File: src/rtl/alu_pipe_if.sv
// Handshake and data bundle between the ALU pipe and its producer/consumer.
// The master is the datapath side. It presents operations and consumes results.
interface alu_pipe_if #(
    parameter int WIDTH    = 16,
    parameter int IMM_BITS = 5
);
    logic                in_valid;
    logic                in_ready;
    logic [2:0]          op;
    logic                imm_en;
    logic [IMM_BITS-1:0] imm;
    logic [WIDTH-1:0]    Ra;
    logic [WIDTH-1:0]    Rb;
    logic                out_valid;
    logic                out_ready;
    logic [WIDTH-1:0]    result;
    logic                flag_n;
    logic                flag_z;
    logic                flag_p;
    logic                flag_c;
    logic                flag_v;

    modport master (
        output in_valid, op, imm_en, imm, Ra, Rb, out_ready,
        input  in_ready, out_valid, result, flag_n, flag_z, flag_p, flag_c, flag_v
    );

    modport slave (
        input  in_valid, op, imm_en, imm, Ra, Rb, out_ready,
        output in_ready, out_valid, result, flag_n, flag_z, flag_p, flag_c, flag_v
    );
endinterface

File: src/rtl/alu_pipe.sv
// Registered ALU stage between register-file read and writeback.
// Non-shift ops complete in one cycle.
// SLL by k>0 iterates one bit per cycle in a working register.
// A one-deep result register with valid/ready sits on the output.
// The NZP/C/V flags are loaded on the same edge as the result.
module alu_pipe #(
    parameter int WIDTH    = 16,
    parameter int IMM_BITS = 5,
    parameter int SH_BITS  = 4
) (
    input  logic        clk,
    input  logic        rst_n,
    alu_pipe_if.slave   bus
);
    localparam logic [2:0] OP_PASSA = 3'd0;
    localparam logic [2:0] OP_ADD   = 3'd1;
    localparam logic [2:0] OP_AND   = 3'd2;
    localparam logic [2:0] OP_NOT   = 3'd3;
    localparam logic [2:0] OP_SUB   = 3'd4;
    localparam logic [2:0] OP_OR    = 3'd5;
    localparam logic [2:0] OP_XOR   = 3'd6;
    localparam logic [2:0] OP_SLL   = 3'd7;

    typedef enum logic {IDLE = 1'b0, SHIFT = 1'b1} state_t;

    state_t             state_q, state_d;
    logic [WIDTH-1:0]   result_q, result_d;
    logic               out_valid_q, out_valid_d;
    logic               flag_n_q, flag_n_d;
    logic               flag_z_q, flag_z_d;
    logic               flag_p_q, flag_p_d;
    logic               flag_c_q, flag_c_d;
    logic               flag_v_q, flag_v_d;
    logic [WIDTH-1:0]   work_q, work_d;
    logic [SH_BITS-1:0] cnt_q, cnt_d;

    logic               in_xfer, out_xfer;
    logic [WIDTH-1:0]   opb, b_eff, alu_val, load_val;
    logic [WIDTH:0]     sum_full;
    logic               is_sub, is_arith, add_v, load;
    logic [SH_BITS-1:0] sh_amt;

    assign bus.in_ready  = (state_q == IDLE) && (!out_valid_q || bus.out_ready);
    assign in_xfer       = bus.in_valid && bus.in_ready;
    assign out_xfer      = out_valid_q && bus.out_ready;

    assign bus.out_valid = out_valid_q;
    assign bus.result    = result_q;
    assign bus.flag_n    = flag_n_q;
    assign bus.flag_z    = flag_z_q;
    assign bus.flag_p    = flag_p_q;
    assign bus.flag_c    = flag_c_q;
    assign bus.flag_v    = flag_v_q;

    // Operand B selection and the shared adder. SUB is Ra + ~B + 1, so C=1 means no borrow.
    always_comb begin
        opb      = bus.imm_en ? {{(WIDTH-IMM_BITS){bus.imm[IMM_BITS-1]}}, bus.imm} : bus.Rb;
        sh_amt   = opb[SH_BITS-1:0];
        is_sub   = (bus.op == OP_SUB);
        is_arith = is_sub || (bus.op == OP_ADD);
        b_eff    = is_sub ? ~opb : opb;
        sum_full = {1'b0, bus.Ra} + {1'b0, b_eff} + {{WIDTH{1'b0}}, is_sub};
        add_v    = (bus.Ra[WIDTH-1] == b_eff[WIDTH-1]) &&
                   (sum_full[WIDTH-1] != bus.Ra[WIDTH-1]);
    end

    // Single-cycle function select. An SLL that reaches here has amount 0, so it passes Ra.
    always_comb begin
        alu_val = '0;
        case (bus.op)
            OP_PASSA: alu_val = bus.Ra;
            OP_ADD:   alu_val = sum_full[WIDTH-1:0];
            OP_AND:   alu_val = bus.Ra & opb;
            OP_NOT:   alu_val = ~bus.Ra;
            OP_SUB:   alu_val = sum_full[WIDTH-1:0];
            OP_OR:    alu_val = bus.Ra | opb;
            OP_XOR:   alu_val = bus.Ra ^ opb;
            OP_SLL:   alu_val = bus.Ra;
            default:  alu_val = '0;
        endcase
    end

    // Next-state logic: IDLE/SHIFT control, the output register, and the flag update on each load.
    always_comb begin
        state_d     = state_q;
        result_d    = result_q;
        out_valid_d = out_valid_q;
        flag_n_d    = flag_n_q;
        flag_z_d    = flag_z_q;
        flag_p_d    = flag_p_q;
        flag_c_d    = flag_c_q;
        flag_v_d    = flag_v_q;
        work_d      = work_q;
        cnt_d       = cnt_q;
        load        = 1'b0;
        load_val    = '0;

        case (state_q)
            IDLE: begin
                if (out_xfer) out_valid_d = 1'b0;
                if (in_xfer) begin
                    if (bus.op == OP_SLL && sh_amt != '0) begin
                        work_d      = bus.Ra;
                        cnt_d       = sh_amt;
                        out_valid_d = 1'b0;
                        state_d     = SHIFT;
                    end else begin
                        load     = 1'b1;
                        load_val = alu_val;
                        if (is_arith) begin
                            flag_c_d = sum_full[WIDTH];
                            flag_v_d = add_v;
                        end
                    end
                end
            end
            SHIFT: begin
                // The last step writes its shifted value straight into the result register.
                work_d = work_q << 1;
                cnt_d  = cnt_q - 1'b1;
                if (cnt_q == {{(SH_BITS-1){1'b0}}, 1'b1}) begin
                    load     = 1'b1;
                    load_val = work_q << 1;
                    state_d  = IDLE;
                end
            end
            default: state_d = IDLE;
        endcase

        if (load) begin
            result_d    = load_val;
            out_valid_d = 1'b1;
            flag_n_d    = load_val[WIDTH-1];
            flag_z_d    = (load_val == '0);
            flag_p_d    = !load_val[WIDTH-1] && (load_val != '0);
        end
    end

    // State and datapath registers. Reset drops any shift in progress.
    always_ff @(posedge clk or negedge rst_n) begin
        if (!rst_n) begin
            state_q     <= IDLE;
            result_q    <= '0;
            out_valid_q <= 1'b0;
            flag_n_q    <= 1'b0;
            flag_z_q    <= 1'b1;
            flag_p_q    <= 1'b0;
            flag_c_q    <= 1'b0;
            flag_v_q    <= 1'b0;
            work_q      <= '0;
            cnt_q       <= '0;
        end else begin
            state_q     <= state_d;
            result_q    <= result_d;
            out_valid_q <= out_valid_d;
            flag_n_q    <= flag_n_d;
            flag_z_q    <= flag_z_d;
            flag_p_q    <= flag_p_d;
            flag_c_q    <= flag_c_d;
            flag_v_q    <= flag_v_d;
            work_q      <= work_d;
            cnt_q       <= cnt_d;
        end
    end
endmodule

File: src/flat_wrapper.sv
// flat-port wrapper written by rule: the top's interface ports become plain ports
module alu_pipe_flat 
#(
    parameter int WIDTH    = 16,
    parameter int IMM_BITS = 5,
    parameter int SH_BITS  = 4
)
  (clk, rst_n, bus_in_valid, bus_op, bus_imm_en, bus_imm, bus_Ra, bus_Rb, bus_out_ready, bus_in_ready, bus_out_valid, bus_result, bus_flag_n, bus_flag_z, bus_flag_p, bus_flag_c, bus_flag_v);
  alu_pipe_if #(.WIDTH(WIDTH), .IMM_BITS(IMM_BITS)) bus_i ();
  input  logic clk;
  input  logic rst_n;
  input wire logic [$bits(bus_i.in_valid)-1:0] bus_in_valid;
  input wire logic [$bits(bus_i.op)-1:0] bus_op;
  input wire logic [$bits(bus_i.imm_en)-1:0] bus_imm_en;
  input wire logic [$bits(bus_i.imm)-1:0] bus_imm;
  input wire logic [$bits(bus_i.Ra)-1:0] bus_Ra;
  input wire logic [$bits(bus_i.Rb)-1:0] bus_Rb;
  input wire logic [$bits(bus_i.out_ready)-1:0] bus_out_ready;
  output wire logic [$bits(bus_i.in_ready)-1:0] bus_in_ready;
  output wire logic [$bits(bus_i.out_valid)-1:0] bus_out_valid;
  output wire logic [$bits(bus_i.result)-1:0] bus_result;
  output wire logic [$bits(bus_i.flag_n)-1:0] bus_flag_n;
  output wire logic [$bits(bus_i.flag_z)-1:0] bus_flag_z;
  output wire logic [$bits(bus_i.flag_p)-1:0] bus_flag_p;
  output wire logic [$bits(bus_i.flag_c)-1:0] bus_flag_c;
  output wire logic [$bits(bus_i.flag_v)-1:0] bus_flag_v;
  assign bus_i.in_valid = bus_in_valid;
  assign bus_i.op = bus_op;
  assign bus_i.imm_en = bus_imm_en;
  assign bus_i.imm = bus_imm;
  assign bus_i.Ra = bus_Ra;
  assign bus_i.Rb = bus_Rb;
  assign bus_i.out_ready = bus_out_ready;
  assign bus_in_ready = bus_i.in_ready;
  assign bus_out_valid = bus_i.out_valid;
  assign bus_result = bus_i.result;
  assign bus_flag_n = bus_i.flag_n;
  assign bus_flag_z = bus_i.flag_z;
  assign bus_flag_p = bus_i.flag_p;
  assign bus_flag_c = bus_i.flag_c;
  assign bus_flag_v = bus_i.flag_v;
  alu_pipe #(.WIDTH(WIDTH), .IMM_BITS(IMM_BITS), .SH_BITS(SH_BITS)) u_core (.clk(clk), .rst_n(rst_n), .bus(bus_i));
endmodule
File: config.mk
export PLATFORM = sky130hd
export DESIGN_NAME = alu_pipe_flat
export DESIGN_NICKNAME = d
export VERILOG_FILES = /design/src/rtl/alu_pipe_if.sv /design/src/rtl/alu_pipe.sv /design/src/flat_wrapper.sv
export SDC_FILE = /design/constraint.sdc
export NUM_CORES = 1
export LEC_CHECK = 0
export CORE_MARGIN = 5
export CORE_UTILIZATION = 55
export CTS_CLUSTER_SIZE = 14
export DETAILED_ROUTE_END_ITERATION = 8
export PLACE_DENSITY = 0.81
export SLEW_MARGIN = 20
export SYNTH_ARGS = -nofsm -noshare
export SYNTH_HDL_FRONTEND = slang
export SYNTH_SLANG_ARGS = --single-unit
File: constraint.sdc
create_clock -name clk -period 2.85 [get_ports clk]
set_input_delay 0.285 -clock clk [delete_from_list [all_inputs] [get_ports clk]]
set_output_delay 0.285 -clock clk [all_outputs]
set_load 0.01 [all_outputs]
Word level (Yosys, flattened, before mapping)

Index checks and enable logic that the tools add are counted.
W data, S select, Z words.

Flip-flop bits (word level): 42
Output and inout port bits: 23
Input bits: 45
Word-level logic and storage cells: 77

Multiplexer cells: 26
Reductions and logical operators: 18
Bitwise gates (word level): 7
$add $sub $neg: 3
Eq/ne operators: 13

Operators with widths:

| cell                 | count |
|---|---|
| $pmux W16 S6         | 1 |
| $mux W16             | 5 |
| $not A16 Y16         | 2 |
| $pmux W16 S2         | 1 |
| $mux W15             | 2 |
| $pmux W15 S2         | 1 |
| $add A16 B16 Y17     | 1 |
| $add A17 B1 Y17      | 1 |
| $and A16 B16 Y16     | 1 |
| $logic_not A16 Y1    | 1 |
| $or A16 B16 Y16      | 1 |
| $reduce_bool A16 Y1  | 1 |
| $xor A16 B16 Y16     | 1 |
| $eq A3 B3 Y1 const B | 4 |
| $mux W1              | 11 |
| $mux W4              | 2 |
| $pmux W4 S2          | 1 |
| $eq A3 B2 Y1 const B | 2 |
| $logic_and A1 B1 Y1  | 6 |
| $eq A4 B1 Y1 const B | 1 |
| $ne A2 B2 Y1 const B | 2 |
| $pmux W1 S2          | 2 |
| $reduce_and A4 Y1    | 1 |
| $reduce_bool A4 Y1   | 1 |
| 11 further kinds     | 15 |

Longest topological paths before layout

Depth after elaboration: 11
Gate-level depth with buffers: 16

Worst setup path before layout

OpenSTA, ideal clock, no wires.

Path kind: input to register
From: in bus_op[1]
To: reg u_core.flag_z_q, in the netlist u_core.bus.flag_z
Setup time: 62 ps
Setup slack: -1057 ps
Arrival time: 3844 ps
Cell stages on the path: 15
Data required time: 2788 ps
Cells stage by stage: buf_2 nor3b_1 clkbuf_1 buf_1 xnor2_1 ha_1 and3b_1 o211ai_1 and4_1 a211oi_2 o21ai_1 or4_1 or4_1 nor4_2 and3b_1

Cells in the longest elaborated chain, start to end: 9

RTL lines:

| item                   | RTL line                       | source |
|---|---|---|
| start: declaration     | flat_wrapper.sv:13             | `input wire logic [$bits(bus_i.op)-1:0] bus_op;` |
| $eq A3 B3 Y1           | alu_pipe.sv:59, alu_pipe.sv:70 |  |
| $mux W16               | alu_pipe.sv:61                 | `b_eff = is_sub ? ~opb : opb;` |
| $add A16 B16 Y17       | alu_pipe.sv:62                 | `sum_full = {1'b0, bus.Ra} + {1'b0, b_eff} + {{WIDTH{1'b0}}, is_sub};` |
| $add A17 B1 Y17        | alu_pipe.sv:62                 |  |
| $pmux W16 S6           | alu_pipe.sv:70                 | `case (bus.op)` |
| $mux W16               | alu_pipe.sv:102                | `if (bus.op == OP_SLL && sh_amt != '0) begin` |
| $mux W16               | alu_pipe.sv:101                | `if (in_xfer) begin` |
| $pmux W16 S2           | alu_pipe.sv:98                 | `case (state_q)` |
| $logic_not A16 Y1      | alu_pipe.sv:134                | `flag_z_d = (load_val == '0);` |
| end signal: assignment | alu_pipe.sv:157                | `flag_z_q <= flag_z_d;` |
| end: declaration       | alu_pipe.sv:30                 | `logic flag_z_q, flag_z_d;` |

Several ways; a longest one is shown, not always the timed one.
A chain may end at the register's enable or synchronous reset.

Worst setup path after layout

From: in bus_op[0]
To: reg u_core.flag_z_q, in the netlist u_core.bus.flag_z

The elaborated chain is that of the path after synthesis.

==> reports/qor.csv <==
metric,value,unit
drtAntennaViolNets,0,
synthDominantCellAreaShare,0.231,
final_cell_mix,"buf_4, nor2_1, inv_1, clkdlybuf4s50_1, nand2_1",
fin_area,7060,um2
synth_ff_type,dfrtp_1,
drt-vias-per-instance,6.47,
synthCells,561,
die_height,98.8,um
worst_pin_slew,878,ps
p_leak,0.00343,uW
vias,5647,
dp_hpwl,11700,um
nets,868,
path_common_cell,buf_6,
cp_num_buf_inv,3,
path_clk_slew,80,ps
area_growth,62.6,%
worstRegToRegCells,9,
synth_top_family_by_area,compound AO/OA/AOI/OAI gates,
syn_area,4340,um2
critPathLaunch,bus_op[0],
cts_max_path_buffers,2,
wl,19300,um
end_kind,flop,
total_power,4090,uW
syn_area_per_cell,7.74,um2
ys_seq_area_frac,0.237,
rsz0062_at_grt,true,
fmax,283,MHz
yosysTopAreaCell,dfrtp_1,
critPathMaxFanout,4,
rows,32,
regToRegStartpoint,u_core.cnt_q[0],
cts_tree,built,
synth-adder-area-share,0.154,
synth_area_leaders,"dfrtp_1, ha_1, a21oi_1",
die_w,98.8,um
tns,-2410,ps
io_buffers,67,
ys_warn_count,0,
cts_htree_levels,2,
gp_congestion,0.910,
die_area,9770,um2
drv_cap,0,
drc,0,
synth_compound_area_frac,0.261,
yosys.area_share.simple,0.161,
period_share,1.24,
cts.sink_count,41,
grt_usage,0.319,
cp.arrival,3760,ps
io_pins,68,
worstSetupPathType,in2reg,
synth_mux_area_frac,0.0455,
wl_per_cell,22.1,um
holdWs,102,ps
start_kind,input port,
core_area,7730,um2
critPathMaxStageDelay,490,ps
skew,6.21,ps
violations,negative setup slack,
r2r_end,u_core.bus.flag_z,
hold_path.class,in2async,
final_common_cell,buf_4,
slowest_stage,or4_1,
grt_pass1_vias,5193,
postSynthNetCount,659,
cp_top_family,simple AND/OR/NAND/NOR gates,
hold_buffers,0,
setup_ws,-677,ps
hold_violations,0,
drive_above_1_share,0.337,
clock_latency,290,ps
grt_start_max_net_pins,53,
initial_core_util,0.562,
slew_headroom,0.415,
ir_drop,0.356,mV
report.final.setup_viol,11,
placed_area,6170,um2
synth_xor_area_frac,0.0585,
cts_inserted_buffers,5,
final.min_clock_period,3530,ps
grt_pass1_wl,25500,um
synth_edf_count,0,
yosysUniqueCellTypes,58,
cts_root_buf,clkbuf_8,
slew_violations,0,
async_reset_ff_frac,1.00,
drtIter0Drc,902,
n_antenna_cell,0,
powerDensity,579,nW/um2
required,3080,ps
antenna_found_initial,1,
grt_overflow,0,
synth_seq_cells,41,
status,finished with violations,
r2r_setup_slack,200,ps
crit_chain,buf_6 > nor3b_4 > buf_6 > buf_12 > xnor2_2 > ha_1 > and3b_2 > o211ai_1 > nand2_1 > a211oi_2 > o21ai_1 > or4_1 > or4_4 > nor4_4 > and3b_1,
firstDrtPassIters,5,
==> Yosys cell counts (4+ instances only) <==
| master | count |
|---|---|
| ha_1 | 52 |
| o22ai_1 | 16 |
| nand2_1 | 51 |
| o211ai_1 | 5 |
| a221oi_1 | 13 |
| inv_1 | 55 |
| xnor2_1 | 24 |
| dfrtp_1 | 40 |
| xor2_1 | 5 |
| nor2_1 | 56 |
| a21o_1 | 12 |
| nor3_1 | 12 |
| clkbuf_1 | 20 |
| nand3_1 | 13 |
| a22oi_1 | 12 |
| buf_1 | 4 |
| mux2i_1 | 15 |
| a21oi_1 | 49 |
| o21ai_0 | 38 |
| buf_2 | 4 |
==> report_power, final <==
part / internal, uW / switching [uW]
combinational: 1280 / 1290
clock: 260 / 208
sequential: 849 / 204
total: 2390 / 1700
==> how the worst max path moves through the flow <==
stage	depth (start not counted)	to
after floorplan	15	u_core.bus.flag_z
after global placement	15	u_core.bus.flag_z
after detailed placement	15	u_core.bus.flag_z
after CTS	15	u_core.bus.flag_z
after global routing	16	u_core.bus.flag_z
final	15	u_core.bus.flag_z
==> cell type report <==
type | instances | area [um2]
Sequential cell | 41 | 1030
Tap cell | 102 | 128
Clock inverter | 2 | 35.0
Clock buffer | 6 | 72.6
Fill cell | 301 | 667
Timing Repair Buffer | 234 | 2040
Inverter | 55 | 206
Multi-Input combinational cell | 433 | 3550
==> flip-flops by register name, summed over array words and instances, names as in the netlist <==
signal                cells
u_core.bus.flag_p         1
u_core.bus.flag_z         1
u_core.cnt_q              4
u_core.bus.out_valid      1
u_core.bus.flag_c         1
u_core.state_q            1
u_core.bus.flag_v         1
u_core.bus.result        16
u_core.work_q            15
==> worst reg2reg max path, cell delays in order, from the launching register on <==
cell and delay, ps:
dfrtp_1 410, ha_1 230, nand2_1 100, nor2_1 170
nand2_1 130, o21ai_1 90, or4_1 540, or4_4 450
nor4_4 250, and3b_1 220
==> cell families after synthesis <==
family | Yosys count
muxes | 19
xor gates and xnor gates | 29
buffers and inverters | 87
AOI/OAI and AO/OA | 176
adders and majority gates | 53
DFF | 41
and+or+nand+nor | 156
==> through the flow <==
step           std cells  worst slack [ps]   util
6_report             873              -677  0.914
5_1_grt              873              -775  0.914
4_1_cts              866              -510  0.862
3_5_place_dp         835             -1300  0.799
3_3_place_gp         835             -1190  0.799
2_1_floorplan        561              -576      -
==> repair_timing <==
action                     in CTS  in global routing
pin swaps                      45                 40
resized for setup              79                 63
gates cloned                    0                  0
hold endpoints to repair        0                  0
setup buffers                  27                 13
setup endpoints to repair      14                 11
==> metal layers <==
metal	global-route usage	wire [um]	vias to the layer above
met4	0.116	1070	2
li1	-	-	2398
met5	0	15	-
met1	0.425	7010	2633
met2	0.540	9210	482
met3	0.0262	2030	132
No activity file was read; power rests on OpenSTA's default activity.
